[config.mk]
export PLATFORM = sky130hd
export DESIGN_NAME = offload_seq_flat
export DESIGN_NICKNAME = d
export VERILOG_FILES = /design/src/rtl/offload_pkg.sv /design/src/rtl/offload_seq_if.sv /design/src/rtl/offload_timer.sv /design/src/rtl/offload_seq.sv /design/src/flat_wrapper.sv
export SDC_FILE = /design/constraint.sdc
export NUM_CORES = 1
export LEC_CHECK = 0
export ABC_AREA = 0
export CAP_MARGIN = 15
export CORE_MARGIN = 2
export CORE_UTILIZATION = 35
export CTS_CLUSTER_DIAMETER = 40
export DETAILED_ROUTE_END_ITERATION = 6
export GPL_TIMING_DRIVEN = 0
export PLACE_DENSITY = 0.73
export SLEW_MARGIN = 20
export SYNTH_ARGS = -nofsm -noshare
export SYNTH_HDL_FRONTEND = slang
export SYNTH_SLANG_ARGS = --single-unit
[constraint.sdc]
create_clock -name clk -period 4.34 [get_ports clk]
set_input_delay 0.651 -clock clk [delete_from_list [all_inputs] [get_ports clk]]
set_output_delay 0.651 -clock clk [all_outputs]
set_load 0.02 [all_outputs]
[src/rtl/offload_pkg.sv]
// Shared state encoding and default sizing for the offload sequencer.
package offload_pkg;

  typedef enum logic [1:0] {
    IDLE,
    CP_WAIT,
    IO_WAIT,
    WB
  } state_t;

  localparam int DATA_W_DEF  = 32;
  localparam int TIMEOUT_DEF = 255;

endpackage

[src/rtl/offload_seq_if.sv]
// Decoder-side, coprocessor-side and IO-side signals of the offload sequencer.
interface offload_seq_if import offload_pkg::*; #(
  parameter int DATA_W = DATA_W_DEF
) ();

  logic              cp_op;
  logic              io_op;
  logic              io_write;
  logic [2:0]        funct3;
  logic [DATA_W-1:0] src_a;
  logic [DATA_W-1:0] src_b;
  logic              stall;
  logic              wb_en;
  logic [DATA_W-1:0] wb_data;
  logic              cp_req;
  logic [2:0]        cp_funct;
  logic [DATA_W-1:0] cp_a;
  logic [DATA_W-1:0] cp_b;
  logic              cp_ack;
  logic [DATA_W-1:0] cp_rdata;
  logic              io_req;
  logic              io_we;
  logic [DATA_W-1:0] io_addr;
  logic [DATA_W-1:0] io_wdata;
  logic              io_ack;
  logic [DATA_W-1:0] io_rdata;
  logic              err;
  logic              err_clr;

  modport master (
    input  cp_op, io_op, io_write, funct3, src_a, src_b,
    input  cp_ack, cp_rdata, io_ack, io_rdata, err_clr,
    output stall, wb_en, wb_data,
    output cp_req, cp_funct, cp_a, cp_b,
    output io_req, io_we, io_addr, io_wdata, err
  );

  modport slave (
    output cp_op, io_op, io_write, funct3, src_a, src_b,
    output cp_ack, cp_rdata, io_ack, io_rdata, err_clr,
    input  stall, wb_en, wb_data,
    input  cp_req, cp_funct, cp_a, cp_b,
    input  io_req, io_we, io_addr, io_wdata, err
  );

endinterface

[src/rtl/offload_timer.sv]
// Saturating wait counter; expired_o marks the last cycle a device may still ack.
module offload_timer import offload_pkg::*; #(
  parameter int TIMEOUT = TIMEOUT_DEF
) (
  input  logic clk,
  input  logic reset,
  input  logic clr_i,
  input  logic en_i,
  output logic expired_o
);

  localparam int            CW   = $clog2(TIMEOUT + 1);
  localparam logic [CW-1:0] LAST = CW'(TIMEOUT - 1);
  localparam logic [CW-1:0] SAT  = CW'(TIMEOUT);

  logic [CW-1:0] count_q, count_d;

  always_comb begin
    count_d = count_q;
    if (clr_i) begin
      count_d = '0;
    end else if (en_i && (count_q != SAT)) begin
      count_d = count_q + CW'(1);
    end
  end

  always_ff @(posedge clk) begin
    if (!reset) begin
      count_q <= '0;
    end else begin
      count_q <= count_d;
    end
  end

  assign expired_o = (count_q == LAST);

endmodule

[src/rtl/offload_seq.sv]
// Multi-cycle sequencer that stalls the core while a coprocessor op or IO access
// completes its req/ack handshake, then writes the result back in the release cycle.
module offload_seq import offload_pkg::*; #(
  parameter int DATA_W  = DATA_W_DEF,
  parameter int TIMEOUT = TIMEOUT_DEF
) (
  input  logic          clk,
  input  logic          reset,
  offload_seq_if.master bus
);

  state_t            state_q, state_d;
  logic [2:0]        funct_q, funct_d;
  logic [DATA_W-1:0] a_q, a_d;
  logic [DATA_W-1:0] b_q, b_d;
  logic [DATA_W-1:0] result_q, result_d;
  logic              we_q, we_d;
  logic              err_q, err_d;
  logic              in_wait;
  logic              expired;
  logic              timeout;

  assign in_wait = (state_q == CP_WAIT) || (state_q == IO_WAIT);

  offload_timer #(.TIMEOUT(TIMEOUT)) u_timer (
    .clk       (clk),
    .reset     (reset),
    .clr_i     (!in_wait),
    .en_i      (in_wait),
    .expired_o (expired)
  );

  // An ack in the expiry cycle still counts as success, so it is tested first.
  always_comb begin
    state_d  = state_q;
    funct_d  = funct_q;
    a_d      = a_q;
    b_d      = b_q;
    we_d     = we_q;
    result_d = result_q;
    timeout  = 1'b0;
    case (state_q)
      IDLE: begin
        if (bus.cp_op) begin
          funct_d = bus.funct3;
          a_d     = bus.src_a;
          b_d     = bus.src_b;
          we_d    = 1'b0;
          state_d = CP_WAIT;
        end else if (bus.io_op) begin
          a_d     = bus.src_a;
          b_d     = bus.src_b;
          we_d    = bus.io_write;
          state_d = IO_WAIT;
        end
      end
      CP_WAIT: begin
        if (bus.cp_ack) begin
          result_d = bus.cp_rdata;
          state_d  = WB;
        end else if (expired) begin
          result_d = '0;
          timeout  = 1'b1;
          state_d  = WB;
        end
      end
      IO_WAIT: begin
        if (bus.io_ack) begin
          result_d = bus.io_rdata;
          state_d  = WB;
        end else if (expired) begin
          result_d = '0;
          timeout  = 1'b1;
          state_d  = WB;
        end
      end
      WB:      state_d = IDLE;
      default: state_d = IDLE;
    endcase
    err_d = timeout | (err_q & ~bus.err_clr);
  end

  always_ff @(posedge clk) begin
    if (!reset) begin
      state_q  <= IDLE;
      funct_q  <= '0;
      a_q      <= '0;
      b_q      <= '0;
      we_q     <= 1'b0;
      result_q <= '0;
      err_q    <= 1'b0;
    end else begin
      state_q  <= state_d;
      funct_q  <= funct_d;
      a_q      <= a_d;
      b_q      <= b_d;
      we_q     <= we_d;
      result_q <= result_d;
      err_q    <= err_d;
    end
  end

  // The decode cycle stalls combinationally so the PC holds before any state changes.
  assign bus.stall    = reset && ((state_q == IDLE) ? (bus.cp_op | bus.io_op) : in_wait);
  assign bus.cp_req   = (state_q == CP_WAIT);
  assign bus.io_req   = (state_q == IO_WAIT);
  assign bus.wb_en    = (state_q == WB) && !we_q;
  assign bus.wb_data  = result_q;
  assign bus.cp_funct = funct_q;
  assign bus.cp_a     = a_q;
  assign bus.cp_b     = b_q;
  assign bus.io_we    = we_q;
  assign bus.io_addr  = a_q;
  assign bus.io_wdata = b_q;
  assign bus.err      = err_q;

endmodule
[src/flat_wrapper.sv]
// flat-port wrapper written by rule: the top's interface ports become plain ports
module offload_seq_flat import offload_pkg::*;
#(
  parameter int DATA_W  = DATA_W_DEF,
  parameter int TIMEOUT = TIMEOUT_DEF
)
  (clk, reset, bus_cp_op, bus_io_op, bus_io_write, bus_funct3, bus_src_a, bus_src_b, bus_cp_ack, bus_cp_rdata, bus_io_ack, bus_io_rdata, bus_err_clr, bus_stall, bus_wb_en, bus_wb_data, bus_cp_req, bus_cp_funct, bus_cp_a, bus_cp_b, bus_io_req, bus_io_we, bus_io_addr, bus_io_wdata, bus_err);
  offload_seq_if #(.DATA_W(DATA_W)) bus_i ();
  input  logic clk;
  input  logic reset;
  input wire logic [$bits(bus_i.cp_op)-1:0] bus_cp_op;
  input wire logic [$bits(bus_i.io_op)-1:0] bus_io_op;
  input wire logic [$bits(bus_i.io_write)-1:0] bus_io_write;
  input wire logic [$bits(bus_i.funct3)-1:0] bus_funct3;
  input wire logic [$bits(bus_i.src_a)-1:0] bus_src_a;
  input wire logic [$bits(bus_i.src_b)-1:0] bus_src_b;
  input wire logic [$bits(bus_i.cp_ack)-1:0] bus_cp_ack;
  input wire logic [$bits(bus_i.cp_rdata)-1:0] bus_cp_rdata;
  input wire logic [$bits(bus_i.io_ack)-1:0] bus_io_ack;
  input wire logic [$bits(bus_i.io_rdata)-1:0] bus_io_rdata;
  input wire logic [$bits(bus_i.err_clr)-1:0] bus_err_clr;
  output wire logic [$bits(bus_i.stall)-1:0] bus_stall;
  output wire logic [$bits(bus_i.wb_en)-1:0] bus_wb_en;
  output wire logic [$bits(bus_i.wb_data)-1:0] bus_wb_data;
  output wire logic [$bits(bus_i.cp_req)-1:0] bus_cp_req;
  output wire logic [$bits(bus_i.cp_funct)-1:0] bus_cp_funct;
  output wire logic [$bits(bus_i.cp_a)-1:0] bus_cp_a;
  output wire logic [$bits(bus_i.cp_b)-1:0] bus_cp_b;
  output wire logic [$bits(bus_i.io_req)-1:0] bus_io_req;
  output wire logic [$bits(bus_i.io_we)-1:0] bus_io_we;
  output wire logic [$bits(bus_i.io_addr)-1:0] bus_io_addr;
  output wire logic [$bits(bus_i.io_wdata)-1:0] bus_io_wdata;
  output wire logic [$bits(bus_i.err)-1:0] bus_err;
  assign bus_i.cp_op = bus_cp_op;
  assign bus_i.io_op = bus_io_op;
  assign bus_i.io_write = bus_io_write;
  assign bus_i.funct3 = bus_funct3;
  assign bus_i.src_a = bus_src_a;
  assign bus_i.src_b = bus_src_b;
  assign bus_i.cp_ack = bus_cp_ack;
  assign bus_i.cp_rdata = bus_cp_rdata;
  assign bus_i.io_ack = bus_io_ack;
  assign bus_i.io_rdata = bus_io_rdata;
  assign bus_i.err_clr = bus_err_clr;
  assign bus_stall = bus_i.stall;
  assign bus_wb_en = bus_i.wb_en;
  assign bus_wb_data = bus_i.wb_data;
  assign bus_cp_req = bus_i.cp_req;
  assign bus_cp_funct = bus_i.cp_funct;
  assign bus_cp_a = bus_i.cp_a;
  assign bus_cp_b = bus_i.cp_b;
  assign bus_io_req = bus_i.io_req;
  assign bus_io_we = bus_i.io_we;
  assign bus_io_addr = bus_i.io_addr;
  assign bus_io_wdata = bus_i.io_wdata;
  assign bus_err = bus_i.err;
  offload_seq #(.DATA_W(DATA_W), .TIMEOUT(TIMEOUT)) u_core (.clk(clk), .reset(reset), .bus(bus_i));
endmodule
==> results of run 1 <==
-- worst reg2reg max path, cell delays in order (launching register included) --
cell and delay, ns:
dfxtp_1 0.39, inv_1 0.10, ha_1 0.29, nand2_1 0.20, clkbuf_1 0.41, buf_1 0.44
o22ai_1 0.16, o22ai_1 0.20
-- cells in the mapped netlist (4+ instances only) --
cell / number
nand2_1: 137
dfxtp_1: 111
a21oi_1: 94
buf_4: 64
o22ai_1: 41
inv_1: 28
clkbuf_1: 26
o22a_1: 20
buf_2: 16
o2bb2ai_1: 13
a22oi_1: 12
nor2_1: 10
ha_1: 7
nand3_1: 5
nand2b_1: 4
-- final timing paths --
kind / start / end / slack [ns] / depth (start not counted)
hold reg to reg: u_core.bus.wb_data[20] / u_core.bus.wb_data[20] / 0.45 / 2
setup reg to reg: u_core.state_q[0] / u_core.bus.wb_data[24] / 2.08 / 7
hold / removal: u_core.bus.wb_data[20] / u_core.bus.wb_data[20] / 0.45 / 2
setup / recovery: u_core.state_q[0] / bus_stall / 1.05 / 7
-- power by group through the flow --
stage	registers, mW	clock network [mW]	logic [mW]
after floorplan	1.77	0	1.17
after CTS	1.48	0.808	2.64
after detailed placement	1.50	0	2.64
after global placement	1.49	0	2.63
after global routing	1.51	0.844	2.83
final	1.48	0.784	2.62
-- layer usage --
layer  wire [um]  vias up  track usage
met3        1590       10       0.0701
met2        8860      214        0.396
met4         136        0       0.0590
li1            -     2723            -
met1        6560     2480        0.235
met5           0        -            0
-- metrics by stage --
| step | area, sq um | total power [mW] | hold WS (ns) | utilization | instances |
|---|---|---|---|---|---|
| floorplan | 5060 | 2.94 | 0.453 | - | 626 |
| global placement | 8340 | 4.12 | 0.440 | 0.597 | 1112 |
| detailed placement | 8340 | 4.13 | 0.441 | 0.597 | 1112 |
| CTS | 8620 | 4.93 | 0.451 | 0.616 | 1128 |
| global route | 8620 | 5.19 | 0.472 | 0.616 | 1128 |
| finish | 8620 | 4.88 | 0.448 | 0.616 | 1128 |
-- cells by family (layout without fill, tap and decap cells) --
| group | Yosys count | after routing | share of synthesized area |
|---|---|---|---|
| buffers and inverters | 138 | 460 | 0.157 |
| AO/OA/AOI/OAI | 194 | 194 | 0.239 |
| adder cells (fa/ha/maj) | 7 | 7 | 0.0173 |
| XOR/XNOR | 3 | 3 | 0.00520 |
| flip-flops | 111 | 111 | 0.439 |
| AND/OR/NAND/NOR | 173 | 173 | 0.142 |
-- cells in the final DEF (no fill, tap or decap), types with 3 or more instances in the layout --
cell type,Yosys,routed
o22ai_1,41,41
buf_4,64,64
nor2b_1,3,3
buf_2,16,16
a21oi_1,94,94
nand2_1,137,137
a22oi_1,12,12
nand2b_1,4,4
clkbuf_16,0,9
inv_1,28,28
clkdlybuf4s50_1,0,306
xnor2_1,3,3
nor3_1,3,3
nand3_1,5,5
clkbuf_1,26,28
nor2_1,10,10
dfxtp_1,111,111
o22a_1,20,20
o2bb2ai_1,13,13
ha_1,7,7
nand4_1,3,3
-- area by class of cell --
type / count / share of cell area
Inverter: 29 / 0.0126
Clock inverter: 3 / 0.00203
Tap cell: 180 / 0.0261
Buffer: 109 / 0.0794
Clock buffer: 13 / 0.0302
Sequential cell: 111 / 0.258
Timing Repair Buffer: 306 / 0.355
Multi-Input combinational cell: 377 / 0.237
-- sequential cells by signal (all words and copies together), names as in the netlist --
name / flops
u_core.bus.err: 1
u_core.bus.wb_data: 32
u_core.bus.cp_funct: 3
u_core.bus.io_we: 1
u_core.state_q: 2
u_core.bus.cp_b: 32
u_core.u_timer.count_q: 8
u_core.bus.cp_a: 32
==> impl_metrics.csv, run 1 <==
group,metric,value,unit
finish,antenna_cells,0,
setup_path,cp_num_buf_inv,4,
floorplan,num_io_pins,308,
yosys,synth-edff-count,0,
flow_run,maxCapViolCount,0,
power,switchingPower,1.90,mW
setup_path,crit_family,"buffers and inverters",
hold_path,hold_class,"flip-flop to flip-flop",
timing,clock-skew-final,0.00711,ns
timing,setup_tns,0,ns
clock_network,worst_skew_pair.late_latency,0.35,ns
setup_path,end_kind,"output pin",
power,power_density,566,nW/um^2
detailed_routing,vias,5427,
floorplan,row_count,43,
timing,finalSetupViolations,0,
setup_path,critPathRequiredTime,3.69,ns
global_route,grt_pass1_wl,25.4,mm
clock_network,hold_buffers,0,
floorplan,die_x,124,um
floorplan,die-area,15400,sq um
yosys,ys_ff_latch,111,
yosys,netlist_instances,626,
setup_path,worstPathCellList,"inv_1 > ha_1 > clkbuf_1 > o21ai_1 > clkbuf_1 > a21oi_1 > clkdlybuf4s50_1",
yosys,syn_nets,772,
detailed_routing,finalWirelength,17.1,mm
yosys,ys_types,39,
finish,drive_gt1_frac,0.105,
status,outcome,"completed",
detailed_routing,ant_nets,0,
timing,rsz0062_at_grt,"no",
timing,drv_slew,0,
power,p_int,2.98,mW
power,p_comb_frac,0.537,
finish,num-fill-cells,1248,
clock_network,cts_tree,"built",
timing,relSlewSlack,0.654,
timing,max_freq,304,MHz
finish,regArea,2220,sq um
timing,fin_ws,1.05,ns
floorplan,core_area,14000,sq um
global_route,grt-ovfl-total,0,
timing,tightest_slew,0.519,ns
detailed_routing,drt-initial-drc-count,183,
yosys,avgSynthCellArea,8.08,sq um
global_route,grt_pass1_vias,4990,
yosys,yosysWarnings,0,
power,clockPowerShare,0.161,
global_route,antenna_found_initial,0,
placed_design,hpwlAfterDp,13.6,mm
yosys,ys_top_cells_by_area,"dfxtp_1 (44%), nand2_1 (10%), buf_4 (9.5%)",
power,p_sw_frac,0.389,
setup_path,worst_path_most_repeated_cell,"clkbuf_1",
yosys,yosysTopAreaCell,"dfxtp_1",
timing,min_period,3.29,ns
finish,area_growth,70.5,%
detailed_routing,vias_per_cell,4.81,
finish,fin_nets,1089,
clock_network,cts.sink_count,111,
floorplan,start_util,0.361,
setup_path,cp-start-kind,"flip-flop",
setup_path,critPathKind,"flip-flop to output pin",
detailed_routing,first_pass_iters,4,
yosys,syn_area,5060,sq um
yosys,yosys.area.top_type_share,0.439,
finish,multiInputGateArea,2040,sq um
power,irDropWorstVdd,0.000259,V
setup_path,arrival,2.64,ns
placed_design,port_buffers,306,
detailed_routing,post_drt_wl_per_cell,15.2,um
global_route,grt_usage,0.215,
detailed_routing,drc,0,
clock_network,postCtsSetupRepairBufs,0,
floorplan,die_h,124,um
global_route,grt_max_degree,17,
setup_path,crit_fanout,10,
clock_network,path_clk_slew,0.07,ns
yosys,async_flop_share,0,
timing,period_share,0.758,
clock_network,cts_resized,0,
placed_design,pre_cts_ws,1.15,ns
yosys,synth_flop_cell,"dfxtp_1",
yosys,ys_seq_area_frac,0.439,
clock_network,root_buffer,"clkbuf_16",
power,power_leakage,3.29,nW
placed_design,gp_congestion,0.825,
setup_path,cp_slowest_cell,"clkdlybuf4s50_1",
clock_network,cts_buffers,9,
clock_network,cts_max_level,3,
setup_path,crit_path_max_incr_delay,0.66,ns
timing,hold_viol_final,0,
clock_network,clockBufferDepth,2,
power,pwr-share-seq,0.303,
Note: power is estimated with default switching activity, not from simulation.
==> run 2, diff against run 1 <==
==> constraint.sdc (replaced) <==
create_clock -name clk -period 3.1 [get_ports clk]
set_input_delay 0.465 -clock clk [delete_from_list [all_inputs] [get_ports clk]]
set_output_delay 0.465 -clock clk [all_outputs]
set_load 0.02 [all_outputs]
==> run 2 against run 1 <==
Against the previous run: power rose by 40%; core utilization barely moved; register-to-register slack got worse by 1.3 ns; count of clock-buffer cells in the layout did not move; via count fell by 0.24%; cell area barely moved; clock power rose by 40%; setup slack got worse by 0.88 ns; die area did not move; final cell count barely moved; global-route usage did not move; clock skew barely moved; largest cell class unchanged; highest routed layer unchanged.
==> impl_metrics.csv, run 2 (synthesized netlist as in run 1, its figures left out) <==
group,metric,value,unit
global_route,grt_pass1_wl,25.4,mm
power,irDropWorstVdd,0.000363,V
power,clockPowerShare,0.161,
floorplan,start_util,0.361,
clock_network,cts_tree,"built",
floorplan,die_h,124,um
status,outcome,"completed",
timing,fin_ws,0.171,ns
timing,rsz0062_at_grt,"no",
global_route,grt-ovfl-total,0,
timing,drv_slew,0,
timing,min_period,2.93,ns
timing,clock-skew-final,0.00733,ns
hold_path,min_from,"u_core.bus.wb_data[20]",
global_route,grt_max_degree,17,
detailed_routing,vias,5414,
clock_network,cts.sink_count,111,
setup_path,end_kind,"output pin",
detailed_routing,post_drt_wl_per_cell,15.2,um
timing,setup_tns,0,ns
timing,finalSetupViolations,0,
power,pwr-share-seq,0.303,
clock_network,path_clk_slew,0.07,ns
finish,multiInputGateArea,2040,sq um
timing,period_share,0.945,
power,switchingPower,2.66,mW
timing,relSlewSlack,0.647,
clock_network,cts_max_level,3,
floorplan,die_x,124,um
timing,hold_viol_final,0,
power,p_comb_frac,0.537,
finish,antenna_cells,0,
detailed_routing,finalWirelength,17.1,mm
global_route,grt_usage,0.215,
finish,final_common_cell,"clkdlybuf4s50_1",
power,p_sw_frac,0.389,
clock_network,cts_buffers,9,
finish,finish.utilization,0.616,
placed_design,pre_cts_ws,0.281,ns
placed_design,hpwlAfterDp,13.6,mm
setup_path,arrival,2.46,ns
global_route,grt_pass1_vias,4992,
placed_design,port_buffers,306,
setup_path,cp-startpoint,"u_core.state_q[0]",
detailed_routing,first_pass_iters,4,
finish,final_cells,1127,
finish,area_growth,70.5,%
global_route,antenna_found_initial,0,
placed_design,gp_congestion,0.825,
floorplan,row_count,43,
floorplan,core_area,14000,sq um
hold_path,hold_class,"flip-flop to flip-flop",
setup_path,crit_fanout,10,
power,power_leakage,3.29,nW
placed_design,placed_cells,1112,
detailed_routing,drt-initial-drc-count,191,
finish,num-fill-cells,1251,
flow_run,maxCapViolCount,0,
setup_path,critPathRequiredTime,2.63,ns
clock_network,worst_skew_pair.late_latency,0.35,ns
power,power_density,793,nW/um^2
floorplan,num_io_pins,308,
timing,max_freq,341,MHz
clock_network,postCtsSetupRepairBufs,0,
clock_network,clockBufferDepth,2,
finish,fin_nets,1088,
setup_path,reg2reg_from,"u_core.state_q[0]",
detailed_routing,ant_nets,0,
detailed_routing,vias_per_cell,4.80,
setup_path,cp-start-kind,"flip-flop",
floorplan,die-area,15400,sq um
finish,regArea,2220,sq um
finish,final_cell_mix,"clkdlybuf4s50_1 (306), nand2_1 (137), dfxtp_1 (111)",
timing,tightest_slew,0.529,ns
finish,drive_gt1_frac,0.107,
setup_path,critPathKind,"flip-flop to output pin",
power,p_int,4.18,mW
detailed_routing,drc,0,
clock_network,root_buffer,"clkbuf_16",
## run 2: changes by cell type in the layout (fill, tap and decap cells not counted), sizes merged
cell / change
clkbuf: -1
## run 2: area by class of cell
cell class / instances / area share
Clock buffer: 13 / 0.0302
Timing Repair Buffer: 306 / 0.355
Tap cell: 180 / 0.0261
Clock inverter: 3 / 0.00203
Multi-Input combinational cell: 377 / 0.237
Sequential cell: 111 / 0.258
Buffer: 108 / 0.0791
Inverter: 29 / 0.0126
## run 2: critical path: stages (launching register included)
cell and delay [ns]:
dfxtp_1 0.35, inv_1 0.11, ha_1 0.37, o21ai_1 0.18, clkbuf_2 0.25, a21oi_1 0.19
clkdlybuf4s50_1 0.66
## run 2: per-stage QoR
step | cell area (sq um) | power (mW) | hold slack (ns)
floorplan | 5060 | 4.12 | 0.453
global placement | 8340 | 5.77 | 0.440
detailed placement | 8340 | 5.79 | 0.441
CTS | 8620 | 6.90 | 0.451
global route | 8620 | 7.26 | 0.472
finish | 8620 | 6.84 | 0.449
## run 2: repair_timing
item,4_1_cts,5_1_grt
gates cloned,0,0
gates resized for setup,0,2
pin swaps,0,0
hold buffers,0,0
endpoints found under the setup margin,1,1
## run 2: power by group through the flow
stage / sequential (mW) / clock [mW] / combinational [mW]
detailed placement: 2.09 / 0 / 3.69
finish: 2.07 / 1.10 / 3.67
global route: 2.11 / 1.18 / 3.97
CTS: 2.07 / 1.13 / 3.70
floorplan: 2.47 / 0 / 1.64
global placement: 2.09 / 0 / 3.68
## run 2: metal layers
layer | up-vias | track usage | share of wire
li1 | 2720 | - | -
met1 | 2478 | 0.235 | 0.38
met2 | 206 | 0.396 | 0.52
met3 | 10 | 0.0701 | 0.091
met4 | 0 | 0.0590 | 0.0080
met5 | - | 0 | 0
## run 2: path summary, 6_finish.rpt
path                            cells past startpoint                endpoint  slack, ns
worst max-delay path                                6               bus_stall       0.17
worst min-delay path                                2  u_core.bus.wb_data[20]       0.45
worst max register to register                      7  u_core.bus.wb_data[24]       0.83
worst min register to register                      2  u_core.bus.wb_data[20]       0.45
